File: src/rtl/mem_arb_pkg.sv
// Shared types and constants for the two-requester memory arbiter.
package mem_arb_pkg;

  typedef enum logic [1:0] {
    IDLE   = 2'd0,
    ACCESS = 2'd1,
    DONE   = 2'd2
  } state_t;

  localparam logic REQ_CPU = 1'b0;
  localparam logic REQ_EXT = 1'b1;

  localparam int CNT_W = 4;
  typedef logic [CNT_W-1:0] cnt_t;

endpackage

File: src/rtl/arb_rr2.sv
// Two-way picker: fixed CPU priority or round-robin against the last owner on ties.
module arb_rr2
  import mem_arb_pkg::*;
(
  input  logic [1:0] req,
  input  logic       last_grant,
  input  logic       cpu_prio,
  output logic       winner,
  output logic       any
);

  always_comb begin
    // NOTE: every output gets a value on every path so no latch is inferred.
    any    = |req;
    winner = REQ_CPU;
    if (&req)
      winner = cpu_prio ? REQ_CPU : ~last_grant;
    else if (req[REQ_EXT])
      winner = REQ_EXT;
  end

endmodule

File: src/rtl/mem_arbiter.sv
// Serialises CPU and external accesses onto one single-port memory with a fixed
// access latency, returning read data and a one-cycle ready pulse per requester.
module mem_arbiter
  import mem_arb_pkg::*;
#(
  parameter int AW       = 32,
  parameter int DW       = 32,
  parameter int LAT      = 2,
  parameter bit CPU_PRIO = 1'b0
) (
  input  logic          clk,
  input  logic          reset_n,
  input  logic          cpu_req,
  input  logic          cpu_we,
  input  logic [AW-1:0] cpu_addr,
  input  logic [DW-1:0] cpu_wdata,
  output logic [DW-1:0] cpu_rdata,
  output logic          cpu_ready,
  input  logic          ext_req,
  input  logic          ext_we,
  input  logic [AW-1:0] ext_addr,
  input  logic [DW-1:0] ext_wdata,
  output logic [DW-1:0] ext_rdata,
  output logic          ext_ready,
  output logic          mem_en,
  output logic          mem_we,
  output logic [AW-1:0] mem_addr,
  output logic [DW-1:0] mem_wdata,
  input  logic [DW-1:0] mem_rdata,
  output logic          busy,
  output logic          grant
);

  state_t state;
  cnt_t   cnt;
  logic   last_grant;
  logic   we_q;
  logic   winner;
  logic   any;

  arb_rr2 u_pick (
    .req        ({ext_req, cpu_req}),
    .last_grant (last_grant),
    .cpu_prio   (CPU_PRIO),
    .winner     (winner),
    .any        (any)
  );

  // Strobes decode from registered state only, so no req reaches an output combinationally.
  assign mem_en    = (state == ACCESS);
  assign mem_we    = mem_en & we_q;
  assign busy      = (state != IDLE);
  assign cpu_ready = (state == DONE) && (grant == REQ_CPU);
  assign ext_ready = (state == DONE) && (grant == REQ_EXT);

  always_ff @(posedge clk or negedge reset_n) begin
    // NOTE: sequential state uses non-blocking assignments so all registers update together.
    if (!reset_n) begin
      state      <= IDLE;
      cnt        <= '0;
      last_grant <= REQ_EXT;
      grant      <= REQ_CPU;
      we_q       <= 1'b0;
      mem_addr   <= '0;
      mem_wdata  <= '0;
      cpu_rdata  <= '0;
      ext_rdata  <= '0;
    end else begin
      case (state)
        IDLE: begin
          // Only the winner's inputs are sampled; the loser waits untouched.
          if (any) begin
            grant      <= winner;
            last_grant <= winner;
            we_q       <= (winner == REQ_EXT) ? ext_we    : cpu_we;
            mem_addr   <= (winner == REQ_EXT) ? ext_addr  : cpu_addr;
            mem_wdata  <= (winner == REQ_EXT) ? ext_wdata : cpu_wdata;
            cnt        <= cnt_t'(LAT - 1);
            state      <= ACCESS;
          end
        end
        ACCESS: begin
          if (cnt != '0) begin
            cnt <= cnt - 1'b1;
          end else begin
            if (!we_q) begin
              if (grant == REQ_EXT) ext_rdata <= mem_rdata;
              else                  cpu_rdata <= mem_rdata;
            end
            state <= DONE;
          end
        end
        DONE:    state <= IDLE;
        default: state <= IDLE;
      endcase
    end
  end

endmodule

File: config.mk
export PLATFORM = sky130hd
export DESIGN_NAME = mem_arbiter
export DESIGN_NICKNAME = d
export VERILOG_FILES = /design/src/rtl/mem_arb_pkg.sv /design/src/rtl/arb_rr2.sv /design/src/rtl/mem_arbiter.sv
export SDC_FILE = /design/constraint.sdc
export NUM_CORES = 1
export LEC_CHECK = 0
export CELL_PAD_IN_SITES_DETAIL_PLACEMENT = 1
export CELL_PAD_IN_SITES_GLOBAL_PLACEMENT = 1
export CORE_MARGIN = 2
export CORE_UTILIZATION = 33
export CTS_BUF_LIST = sky130_fd_sc_hd__clkbuf_16
export CTS_CLUSTER_DIAMETER = 150
export DETAILED_ROUTE_END_ITERATION = 8
export PLACE_DENSITY = 0.86
export RECOVER_POWER = 25
export SYNTH_ARGS = -nofsm -noshare
export SYNTH_HDL_FRONTEND = slang
export SYNTH_SLANG_ARGS = --single-unit
File: constraint.sdc
create_clock -name clk -period 5.4 [get_ports clk]
set_input_delay 1.62 -clock clk [delete_from_list [all_inputs] [get_ports clk]]
set_output_delay 1.62 -clock clk [all_outputs]
set_load 0.05 [all_outputs]
# == Word level (Yosys, flattened, before mapping) ==
# Cells that the tools add are included.
# op_classes
n_mux,11
eq_ne,5
add_sub_neg,1
n_bitwise,5
n_reduce_logical,13
# ops
op,n
$mux 32,2
$mux 4,2
$pmux 4 s2,1
$reduce_and 4->1,2
$reduce_and 2->1,3
$mux 2,2
$ne 2x2->1 const B,2
$not 1->1,4
$pmux 2 s2,1
$reduce_bool 2->1,2
$reduce_bool 4->1,1
$sub 4x1->4 const B,1
$mux 1,3
$reduce_and 3->1,1
$eq 2x1->1 const B,1
$eq 2x2->1 const B,1
$logic_and 1x1->1,2
$logic_not 2->1,1
$ne 2x1->1 const B,1
$reduce_or 2->1,1
$and 1x1->1,1
# word_totals
register_bits,137
in_bits,166
out_inout_bits,134
wordCells,44

# == Depth between registers and ports, before layout ==
# depth
ltp_word,3
depth_mapped,7
ltp_nobuf,5

# == Hierarchy ==
# A second synthesis with hierarchy kept.
# unflattened
cells_unflattened,465
area_unflattened_um2,5959.5
# modules_own_cells
mod,area_per_inst_um2,n_inst,seq_area_each_um2,cells_per_inst
mem_arbiter,5941.9,1,3429.5,462
arb_rr2,17.5,1,0.0,3

# == Worst setup path after synthesis ==
# No wires, ideal clock.
# synth_path
path_kind,reg-to-output
from,register grant
to,output cpu_ready
n_path_buf,0
t_arrival_ns,1.802
path_stages_with_launch,2
required_time_ns,3.780
setup_slack_ns,1.978
cell_sequence,dfrtp_1 nor3b_1
# synth_via
elab_chain_cells,2
# synth_rtl
element,line,text
from (decl),mem_arbiter.sv:31,output logic grant
from (signal assigned),mem_arbiter.sv:73,grant <= winner;
$not 1->1,mem_arbiter.sv:53,assign cpu_ready = (state == DONE) && (grant == REQ_CPU);
$logic_and 1x1->1,mem_arbiter.sv:53,
to (decl),mem_arbiter.sv:18,"output logic cpu_ready,"
# Every way passes these cells.

# == Worst setup path in the final report ==
# layout_path
from,register state[1]
to,output mem_we
# layout_via
elab_chain_cells,2
# layout_rtl
element,line,text
from (decl),mem_arbiter.sv:34,state_t state;
from (signal assigned),mem_arbiter.sv:59,state <= IDLE;
from (signal assigned),mem_arbiter.sv:79,state <= ACCESS;
from (signal assigned),mem_arbiter.sv:90,state <= DONE;
$eq 2x1->1,mem_arbiter.sv:50,assign mem_en = (state == ACCESS);
$and 1x1->1,mem_arbiter.sv:51,assign mem_we = mem_en & we_q;
to (decl),mem_arbiter.sv:26,"output logic mem_we,"
# Every way passes these cells.

==> impl_metrics.json <==
{
  "tns_ns": 0,
  "tightest_slew_ns": 1.98,
  "crit_type": "flop to output pin",
  "crit_path_end_kind": "output pin",
  "arrival_ns": 2.20,
  "place_congestion": 0.776,
  "portBuffers": 299,
  "leakagePower_nw": 4.22,
  "clkSinkCount": 137,
  "drt_iter0_markers": 174,
  "slew_headroom": -0.318,
  "fmax_mhz": 262,
  "hp-class": "flop to flop",
  "start_util": 0.336,
  "grt_max_degree": 71,
  "grt_pass1_vias": 5634,
  "power.density_mw_per_mm2": 728,
  "grt_pass1_wl_um": 32900,
  "setup_viol": 0,
  "synth_edf_count": 0,
  "seq_area_frac_synth": 0.569,
  "die_h_um": 139,
  "avgSynthCellArea_um2": 12.8,
  "htreeDepth": 4,
  "syn2layout_area_growth_pct": 60.9,
  "die_width_um": 139,
  "rows": 49,
  "cp_max_fo": 6,
  "final_area_mm2": 0.00970,
  "synth-main-ff-cell": "dfrtp_1",
  "yosysWarnings": 0,
  "timing.final.crit_share": 0.708,
  "syn-instance-count": 471,
  "dieArea_mm2": 0.0194,
  "ir_drop_mv": 0.508,
  "synth.most_common_cell": "dfrtp_1",
  "grt_overflow": 0,
  "cts_root_buffer": "clkbuf_16",
  "yosys.area.top_type_share": 0.564,
  "drc": 0,
  "place_area_mm2": 0.00917,
  "finClkSkew_ns": 0.0103,
  "routed_wl_um": 21100,
  "cts_setup_buffers": 0,
  "hpwl_um": 15200,
  "holdBufCountCts": 0,
  "drive_gt1_frac": 0.146,
  "synth_area_mm2": 0.00603,
  "ys_seq_elements": 137,
  "cap_violations": 1,
  "period_minus_slack_ns": 3.82,
  "ant_nets": 0,
  "max-clock-path-buffers": 2,
  "violations": "capacitance limit, slew limit",
  "numCtsBuffers": 17,
  "post_drt_wl_per_cell_um": 21.0,
  "multi_input_area_mm2": 0.00239,
  "fillers": 1818,
  "grt.total_usage": 0.218,
  "yosys-top-cells-count": "dfrtp_1, o21ai_0, mux2i_1",
  "start_kind": "flop",
  "grt_antenna_before_repair": 2,
  "drv_slew": 38,
  "hold_viol_final": 0,
  "ios": 300,
  "synthTopCellsByArea": "dfrtp_1, o21ai_0, mux2i_1",
  "clkLatencyLatePin_ns": 0.41,
  "viasPerCell": 4.99,
  "cts_tree": "done",
  "vias": 5010,
  "ctsResizeCount": 0,
  "dr.pass1.iters": 4,
  "async_reset_ff_frac": 1.00,
  "coreArea_mm2": 0.0180,
  "grt_setup_unrepaired": "no",
  "critical_path_required_ns": 3.78,
  "status": "finished with violations",
  "nets": 928,
  "cts.clk_slew.worst_paths_ns": 0.06,
  "synth_nets": 639,
  "regArea_mm2": 0.00343,
  "ys_types": 34,
  "yosysTopAreaCell": "dfrtp_1"
}
power breakdown:
| part | total [mW] | internal [mW] | leakage (nW) | switching, mW |
|---|---|---|---|---|
| Combinational | 4.14 | 1.46 | 2.32 | 2.68 |
| Sequential | 1.87 | 1.55 | 1.65 | 0.315 |
| Clock | 1.05 | 0.585 | 0.253 | 0.465 |
cell families after synthesis:
family | count (synthesis) | synth area share
compound gates | 142 | 0.120
fa+ha+maj | 2 | 0.00415
buf+inv | 41 | 0.0378
flops | 137 | 0.569
mux | 130 | 0.248
simple gates | 19 | 0.0214
area by class of cell:
| class | count | area share |
|---|---|---|
| clock buffers | 17 | 0.0438 |
| multi-input cells | 293 | 0.246 |
| well taps | 229 | 0.0295 |
| flip-flops and latches | 137 | 0.353 |
| diodes | 2 | 0.000516 |
| repair buffers | 307 | 0.314 |
| inverters | 4 | 0.00155 |
| clock inverters | 15 | 0.0108 |
metal layers:
| metal | wire length [µm] | up-vias | share of wire | global-route usage |
|---|---|---|---|---|
| met5 | 0 | - | 0 | 0 |
| met4 | 110 | 0 | 0.0052 | 0.0420 |
| met3 | 1630 | 7 | 0.077 | 0.0760 |
| met2 | 10800 | 231 | 0.51 | 0.388 |
| met1 | 8610 | 2499 | 0.41 | 0.257 |
| li1 | - | 2273 | - | - |
cell usage in the layout, fill, tap and decap left out, types with 2 or more instances in the layout:
master / n
diode_2: 2
inv_1: 5
or2_2: 2
ha_1: 2
clkinvlp_4: 5
buf_4: 7
nor3_1: 2
clkdlybuf4s50_1: 266
mux2_4: 30
nand2b_1: 2
o21ai_1: 3
clkinv_2: 4
clkbuf_16: 17
inv_6: 2
dlygate4sd3_1: 32
dfrtp_1: 136
nor3b_1: 2
mux2_2: 35
a21oi_1: 2
clkinv_4: 3
o21ai_0: 133
mux2i_1: 65
nor2_1: 2
state kept, by name (all words and copies together), names as in the netlist:
signal      count
mem_wdata      32
grant           1
cnt             4
mem_addr       32
ext_rdata      32
we_q            1
last_grant      1
cpu_rdata      32
state           2
worst paths after layout:
| path | startpoint | end | slack [ns] | cells past startpoint |
|---|---|---|---|---|
| worst max-delay path | state[1] | mem_we | 1.58 | 4 |
| worst min-delay path | mem_wdata[4] | mem_wdata[4] | 0.51 | 2 |
| worst max register to register | state[1] | mem_addr[14] | 2.74 | 4 |
| worst min register to register | mem_wdata[4] | mem_wdata[4] | 0.51 | 2 |
| max in group asynchronous | reset_n | cpu_rdata[0] | 1.92 | 2 |
| min in group asynchronous | reset_n | mem_wdata[13] | 1.19 | 1 |
worst max-delay path, stage by stage, from the launching register on:
cell and delay (ns):
dfrtp_1 0.42, nand2b_1 0.26, inv_1 0.17, and2_1 0.14, clkdlybuf4s50_1 0.80
stage by stage:
stage / std cells / hold slack, ns / utilization / total power [mW] / setup WS [ns]
after floorplan: 471 / 0.476 / - / 4.52 / 1.98
after global placement: 970 / 0.486 / 0.511 / 5.88 / 1.77
after detailed placement: 970 / 0.496 / 0.511 / 6.03 / 1.65
after CTS: 1002 / 0.512 / 0.540 / 7.13 / 1.55
after global routing: 1003 / 0.522 / 0.540 / 7.39 / 1.48
final: 1004 / 0.506 / 0.540 / 7.06 / 1.58
(Power assumes the default switching activity.)
